==> src/rtl/tlb_responder.sv <==
// Responder end of the translation-request protocol: one request at a time,
// looked up in a small fully-associative TLB that fills from the page-table walker.
module tlb_responder #(
    parameter int ENTRIES = 8,
    parameter int VPN_W   = 52,
    parameter int PPN_W   = 44
) (
    input  logic             clk,
    input  logic             rst_n,
    input  logic             req_valid,
    output logic             req_ready,
    input  logic [VPN_W-1:0] req_vpn,
    output logic             resp_valid,
    input  logic             resp_ready,
    output logic [PPN_W-1:0] resp_ppn,
    output logic             resp_fault,
    output logic             ptw_req_valid,
    input  logic             ptw_req_ready,
    output logic [VPN_W-1:0] ptw_req_vpn,
    input  logic             ptw_resp_valid,
    input  logic [PPN_W-1:0] ptw_resp_ppn,
    input  logic             ptw_resp_fault,
    input  logic             flush
);
    localparam int IDX_W = $clog2(ENTRIES);

    typedef enum logic [2:0] {IDLE, LOOKUP, WALK_REQ, WALK_WAIT, RESP} state_t;

    state_t             state_q;
    logic [VPN_W-1:0]   vpn_q;
    logic               kill_q;
    logic               resp_valid_q;
    logic               resp_fault_q;
    logic [PPN_W-1:0]   resp_ppn_q;
    logic               ptw_req_valid_q;
    logic [VPN_W-1:0]   ptw_req_vpn_q;

    logic [ENTRIES-1:0] valid_q, valid_d;
    logic [IDX_W-1:0]   ptr_q, ptr_d;
    logic [VPN_W-1:0]   tag_q  [ENTRIES];
    logic [PPN_W-1:0]   data_q [ENTRIES];

    logic [ENTRIES-1:0] hit_vec;
    logic               hit;
    logic [PPN_W-1:0]   hit_ppn;
    logic               free_found;
    logic [IDX_W-1:0]   free_idx;
    logic [IDX_W-1:0]   victim;
    logic               fill_en;

    assign req_ready     = (state_q == IDLE) && !flush;
    assign resp_valid    = resp_valid_q;
    assign resp_ppn      = resp_ppn_q;
    assign resp_fault    = resp_fault_q;
    assign ptw_req_valid = ptw_req_valid_q;
    assign ptw_req_vpn   = ptw_req_vpn_q;

    // At most one entry can match, so OR-ing the matching PPNs is a plain mux.
    always_comb begin
        hit_vec = '0;
        hit_ppn = '0;
        for (int i = 0; i < ENTRIES; i++) begin
            hit_vec[i] = valid_q[i] && (tag_q[i] == vpn_q);
            if (hit_vec[i]) begin
                hit_ppn = hit_ppn | data_q[i];
            end
        end
        hit = |hit_vec;
    end

    always_comb begin
        free_found = 1'b0;
        free_idx   = '0;
        for (int i = ENTRIES - 1; i >= 0; i--) begin
            if (!valid_q[i]) begin
                free_found = 1'b1;
                free_idx   = IDX_W'(i);
            end
        end
        victim = free_found ? free_idx : ptr_q;
    end

    assign fill_en = (state_q == WALK_WAIT) && ptw_resp_valid && !ptw_resp_fault
                     && !kill_q && !flush;

    // Flush overrides a coincident fill, leaving the victim invalid.
    always_comb begin
        valid_d = valid_q;
        ptr_d   = ptr_q;
        if (fill_en) begin
            valid_d[victim] = 1'b1;
            if (!free_found) begin
                ptr_d = ptr_q + IDX_W'(1);
            end
        end
        if (flush) begin
            valid_d = '0;
            ptr_d   = '0;
        end
    end

    always_ff @(posedge clk or negedge rst_n) begin
        if (!rst_n) begin
            valid_q <= '0;
            ptr_q   <= '0;
            for (int i = 0; i < ENTRIES; i++) begin
                tag_q[i]  <= '0;
                data_q[i] <= '0;
            end
        end else begin
            valid_q <= valid_d;
            ptr_q   <= ptr_d;
            if (fill_en) begin
                tag_q[victim]  <= vpn_q;
                data_q[victim] <= ptw_resp_ppn;
            end
        end
    end

    always_ff @(posedge clk or negedge rst_n) begin
        if (!rst_n) begin
            state_q         <= IDLE;
            vpn_q           <= '0;
            kill_q          <= 1'b0;
            resp_valid_q    <= 1'b0;
            resp_fault_q    <= 1'b0;
            resp_ppn_q      <= '0;
            ptw_req_valid_q <= 1'b0;
            ptw_req_vpn_q   <= '0;
        end else begin
            case (state_q)
                IDLE: begin
                    if (req_valid && req_ready) begin
                        vpn_q   <= req_vpn;
                        state_q <= LOOKUP;
                    end
                end
                LOOKUP: begin
                    if (hit && !flush) begin
                        resp_ppn_q   <= hit_ppn;
                        resp_fault_q <= 1'b0;
                        resp_valid_q <= 1'b1;
                        state_q      <= RESP;
                    end else begin
                        ptw_req_valid_q <= 1'b1;
                        ptw_req_vpn_q   <= vpn_q;
                        state_q         <= WALK_REQ;
                    end
                end
                WALK_REQ: begin
                    if (flush) begin
                        kill_q <= 1'b1;
                    end
                    if (ptw_req_ready) begin
                        ptw_req_valid_q <= 1'b0;
                        state_q         <= WALK_WAIT;
                    end
                end
                WALK_WAIT: begin
                    if (flush) begin
                        kill_q <= 1'b1;
                    end
                    if (ptw_resp_valid) begin
                        resp_valid_q <= 1'b1;
                        resp_fault_q <= ptw_resp_fault;
                        resp_ppn_q   <= ptw_resp_fault ? '0 : ptw_resp_ppn;
                        state_q      <= RESP;
                    end
                end
                RESP: begin
                    if (resp_ready) begin
                        resp_valid_q <= 1'b0;
                        kill_q       <= 1'b0;
                        state_q      <= IDLE;
                    end
                end
                default: state_q <= IDLE;
            endcase
        end
    end

    assert property (@(posedge clk) disable iff (!rst_n)
                     (state_q == LOOKUP) |-> $onehot0(hit_vec));

endmodule

==> config.mk <==
export PLATFORM = sky130hd
export DESIGN_NAME = tlb_responder
export DESIGN_NICKNAME = d
export VERILOG_FILES = /design/src/rtl/tlb_responder.sv
export SDC_FILE = /design/constraint.sdc
export NUM_CORES = 2
export LEC_CHECK = 0
export CAP_MARGIN = 15
export CORE_MARGIN = 2
export CORE_UTILIZATION = 50
export DETAILED_ROUTE_END_ITERATION = 10
export PLACE_DENSITY = 0.65
export SLEW_MARGIN = 30
export SYNTH_ARGS = -nofsm -noshare
export SYNTH_HDL_FRONTEND = slang
export SYNTH_SLANG_ARGS = --single-unit
==> constraint.sdc <==
create_clock -name clk -period 6.9 [get_ports clk]
set_input_delay 1.38 -clock clk [delete_from_list [all_inputs] [get_ports clk]]
set_output_delay 1.38 -clock clk [all_outputs]
set_load 0.005 [all_outputs]
==> out/summary.log <==
INFO  run_status     status=finished, final reports clean
INFO  pwr            powerDensity=351nW/um^2
INFO  route          route.vias.total=31.9k
INFO  pwr            cellLeakagePower=23.9nW
INFO  min_path       start_point_of_the_worst_min_delay_path=ptw_req_vpn[30]$_DFFE_PN0P_
INFO  yosys          synth_largest_area_cell=sky130_fd_sc_hd__dfrtp_1
INFO  pwr            pwr-share-seq=38.6%
INFO  pwr            design_power_total=18.3mW
INFO  timing         max-slew-margin-rel=32.8%
INFO  cells_and_area fin_nets=4,001
INFO  critical_path  worst-path-max-fanout=43
INFO  yosys          synth_top_cell_area_share=51.6%
INFO  clock_tree     longest_clk_path_bufs=3
INFO  pwr            ir_worst_vdd=0.250mV
INFO  yosys          post_synth_main_area_contributors=sky130_fd_sc_hd__dfrtp_1 52%, sky130_fd_sc_hd__mux2_2 20%, sky130_fd_sc_hd__xor2_1 4.4%
INFO  min_path       hold_path_end=ptw_req_vpn[30]$_DFFE_PN0P_
INFO  timing         timing.clock.skew=0.0281ns
INFO  yosys          yosys_warnings=0
INFO  die            floorplan.die_area=93,100squm
INFO  timing         fin_worst_hold_slack=0.489ns
INFO  die            die_height=305microns
INFO  pwr            combPwrFrac=30.9%
INFO  clock_tree     cts_max_level=3
INFO  route          post_drt_via_cell_ratio=6.19
INFO  pwr            internal_power=11.8mW
INFO  clock_tree     clock_tree.root_cell=sky130_fd_sc_hd__clkbuf_16
INFO  timing         slew_viol_final=0
INFO  min_path       hp-class=reg -> reg
INFO  critical_path  critical_path_launch_point=vpn_q[4]$_DFFE_PN0P_
INFO  pwr            netSwitchingFraction=35.9%
INFO  yosys          mappedNetlistArea=45,300squm
INFO  pwr            clock_power_share=30.5%
INFO  global_routing grt_pass1_vias=31.9k
INFO  place          portBuffers=203
INFO  timing         fmax=206MHz
INFO  cells_and_area layoutNonFillerInstCount=5,156
INFO  die            initial_core_util=50.4%
INFO  die            chipWidth=305microns
INFO  cells_and_area post_route_cells_drive_above_1_share=29.5%
INFO  yosys          yosys_most_used_dff=sky130_fd_sc_hd__dfrtp_1
INFO  timing         post-route-min-period=4.86ns
INFO  critical_path  critPathCaptureType=flop
INFO  place          place.detailed.instances=4,967
INFO  route          drt_drc_violations_left=0
INFO  yosys          top_count_cell_post_synth=sky130_fd_sc_hd__dfrtp_1
INFO  critical_path  cp_data_required_time=7.47ns
INFO  clock_tree     cts_post_setup_buffers_inserted=0
INFO  flow_run       drv.max_cap_violation_count=0
INFO  critical_path  path_class=reg -> reg
INFO  critical_path  r2r_start=vpn_q[4]$_DFFE_PN0P_
INFO  route          ant_nets=0
INFO  global_routing grtUsageTotal=29.7%
INFO  critical_path  worstRegToRegCells=11
INFO  critical_path  worstSetupStartpointType=flop
INFO  route          wire_length_reported_by_the_detailed_router=138mm
INFO  clock_tree     cts-hold-fix-buffers=0
INFO  timing         setup_viol_count_final=0
INFO  cells_and_area flow.area_growth_from_synthesis=15.1%
INFO  route          firstDrtPassIters=6
INFO  yosys          async_set_or_reset_register_ratio_after_synthesis=100%
INFO  route          first_iter_violations=2,760
INFO  clock_tree     cts_inserted_buffers=101
INFO  clock_tree     path_clk_slew=0.06ns
INFO  clock_tree     post_cts_resized=0
INFO  timing         worst_slew_pin_slew=1.01ns
INFO  global_routing initial_antenna_violation_count=1
INFO  place          dp.final_hpwl=87.1mm
INFO  critical_path  worstReg2RegEnd=resp_ppn[10]$_DFFE_PN0P_
INFO  yosys          synth_fp_nets=3,881
INFO  yosys          synth_seq_cells=934
INFO  yosys          synth_seq_area_share=51.6%
INFO  timing         final-hold-violation-count=0
INFO  die            top_level_ports=204
INFO  critical_path  cp.arrival=5.43ns
INFO  global_routing grt_start_max_net_pins=175
INFO  critical_path  r2r_slack=2.04ns
INFO  route          routed_wire_length_per_instance=26.8microns
INFO  min_path       hold_path_depth=1
INFO  yosys          synth_cells=3,776
INFO  clock_tree     tritoncts=built
INFO  yosys          synth_enable_flop_cells=0
INFO  clock_tree     cts_num_sinks=934
INFO  timing         post-route-period-util=70.5%
INFO  die            core_box_area=89,900squm
INFO  place          placer_congestion_estimate=0.888
INFO  global_routing overflow=0
INFO  yosys          syn_avg_cell_area=12.0squm
INFO  timing         grt_setup_unrepaired=false
INFO  yosys          post_synth_most_frequent_cells=934 x sky130_fd_sc_hd__dfrtp_1, 790 x sky130_fd_sc_hd__mux2_2, 260 x sky130_fd_sc_hd__nand2_1
INFO  pwr            power_switching=6.58mW
INFO  clock_tree     worst_skew_pair.late_latency=0.68ns
INFO  global_routing grt_first_pass_wirelength=208mm
INFO  die            placement_rows=110
INFO  timing         setup-tns-final=0ns
INFO  yosys          synth_cell_types=76
[cell usage in the layout (no fill, tap or decap), types with 9 or more instances in the layout]
cell / Yosys / layout
sky130_fd_sc_hd__dfrtp_1: 934 / 930
sky130_fd_sc_hd__a21oi_1: 41 / 41
sky130_fd_sc_hd__nor2b_1: 26 / 26
sky130_fd_sc_hd__nor2_1: 59 / 55
sky130_fd_sc_hd__o41ai_1: 24 / 24
sky130_fd_sc_hd__xnor2_1: 154 / 154
sky130_fd_sc_hd__a2111oi_0: 16 / 14
sky130_fd_sc_hd__clkbuf_1: 179 / 19
sky130_fd_sc_hd__xor2_1: 230 / 230
sky130_fd_sc_hd__clkdlybuf4s50_1: 0 / 202
sky130_fd_sc_hd__mux2_4: 44 / 44
sky130_fd_sc_hd__clkinv_2: 0 / 15
sky130_fd_sc_hd__buf_12: 5 / 9
sky130_fd_sc_hd__clkbuf_16: 0 / 101
sky130_fd_sc_hd__mux2_2: 790 / 790
sky130_fd_sc_hd__buf_4: 9 / 113
sky130_fd_sc_hd__nand3_1: 130 / 128
sky130_fd_sc_hd__o21ai_0: 95 / 95
sky130_fd_sc_hd__nor4_1: 110 / 103
sky130_fd_sc_hd__inv_1: 69 / 69
sky130_fd_sc_hd__nand2b_1: 46 / 46
sky130_fd_sc_hd__nand2_1: 260 / 256
sky130_fd_sc_hd__a222oi_1: 12 / 12
sky130_fd_sc_hd__nand4_1: 156 / 156
sky130_fd_sc_hd__o32ai_1: 115 / 115
sky130_fd_sc_hd__clkbuf_8: 0 / 30
sky130_fd_sc_hd__nor3_1: 32 / 29
[layout make-up]
cell class,count,area (sq um)
clock inverters,34,430
inverters,69,259
clock buffers,150,3010
multi-input cells,2463,20500
fillers,7474,37700
flip-flops and latches,934,23400
diodes,3,7.51
repair buffers,327,3120
well taps,1176,1470
[critical path, stage by stage, from the launching register on]
cell                      delay [ns]
sky130_fd_sc_hd__dfrtp_1        0.98
sky130_fd_sc_hd__buf_4          0.30
sky130_fd_sc_hd__xnor2_1        0.19
sky130_fd_sc_hd__nand2_1        0.16
sky130_fd_sc_hd__nor4_4         0.21
sky130_fd_sc_hd__buf_4          0.44
sky130_fd_sc_hd__nand3_1        0.75
sky130_fd_sc_hd__o22ai_2        0.37
sky130_fd_sc_hd__nor4_4         0.15
sky130_fd_sc_hd__o21ai_4        0.18
sky130_fd_sc_hd__buf_4          0.49
sky130_fd_sc_hd__mux2_2         0.41
[routing by layer]
| layer | track usage, % | wire, microns | vias up |
|---|---|---|---|
| met4 | 10.7 | 4470 | 0 |
| met5 | 0 | 0 | - |
| met1 | 42.4 | 61500 | 16600 |
| met2 | 45.6 | 62700 | 1232 |
| li1 | - | - | 13900 |
| met3 | 5.08 | 9660 | 251 |
[flip-flops by register name, indices dropped and copies added, names as in the netlist]
signal and count:
resp_valid 1, resp_fault 1, valid_q 8, vpn_q 52
ptr_q 3, resp_ppn 44, tag_q 416, kill_q 1
ptw_req_vpn 52, ptw_req_valid 1, data_q 352, state_q 3
[power groups by stage]
stage	logic, mW	registers, mW	clock network [mW]
2_1_floorplan	3.66	6.48	0
3_3_place_gp	5.55	7.14	0
3_5_place_dp	5.60	7.15	0
4_1_cts	5.63	7.06	5.66
5_1_grt	6.03	7.14	5.91
6_report	5.67	7.08	5.58
[cell families (layout without fill, tap and decap cells)]
kind of cell / count (synthesis) / after routing / share of synthesized area [%]
buffers and inverters: 379 / 580 / 3.65
and+or+nand+nor: 876 / 876 / 10.2
adders and majority gates: 1 / 1 / 0.0276
other: 0 / 3 / 0
muxes: 840 / 840 / 21.2
xor gates and xnor gates: 384 / 384 / 7.42
AOI/OAI and AO/OA: 362 / 362 / 5.90
DFF: 934 / 934 / 51.6
[through the flow]
| stage | area, sq um | util, % | setup WS, ns |
|---|---|---|---|
| 6_report | 52200 | 58.0 | 2.04 |
| 4_1_cts | 52100 | 58.0 | 2.10 |
| 3_3_place_gp | 48600 | 54.1 | 1.88 |
| 5_1_grt | 52200 | 58.0 | 1.94 |
| 2_1_floorplan | 45300 | - | 3.57 |
| 3_5_place_dp | 48700 | 54.1 | 1.95 |
[worst max path at each step]
| stage | endpoint | slack, ns | cells past startpoint |
|---|---|---|---|
| 2_1_floorplan | req_ready | 3.57 | 2 |
| 3_3_place_gp | tag_q[62]$_DFFE_PN0P_ | 1.88 | 7 |
| 3_5_place_dp | data_q[6]$_DFFE_PN0P_ | 1.95 | 7 |
| 4_1_cts | resp_ppn[10]$_DFFE_PN0P_ | 2.10 | 11 |
| 5_1_grt | resp_ppn[23]$_DFFE_PN0P_ | 1.94 | 11 |
| 6_report | resp_ppn[10]$_DFFE_PN0P_ | 2.04 | 11 |
(Power assumes the default switching activity.)
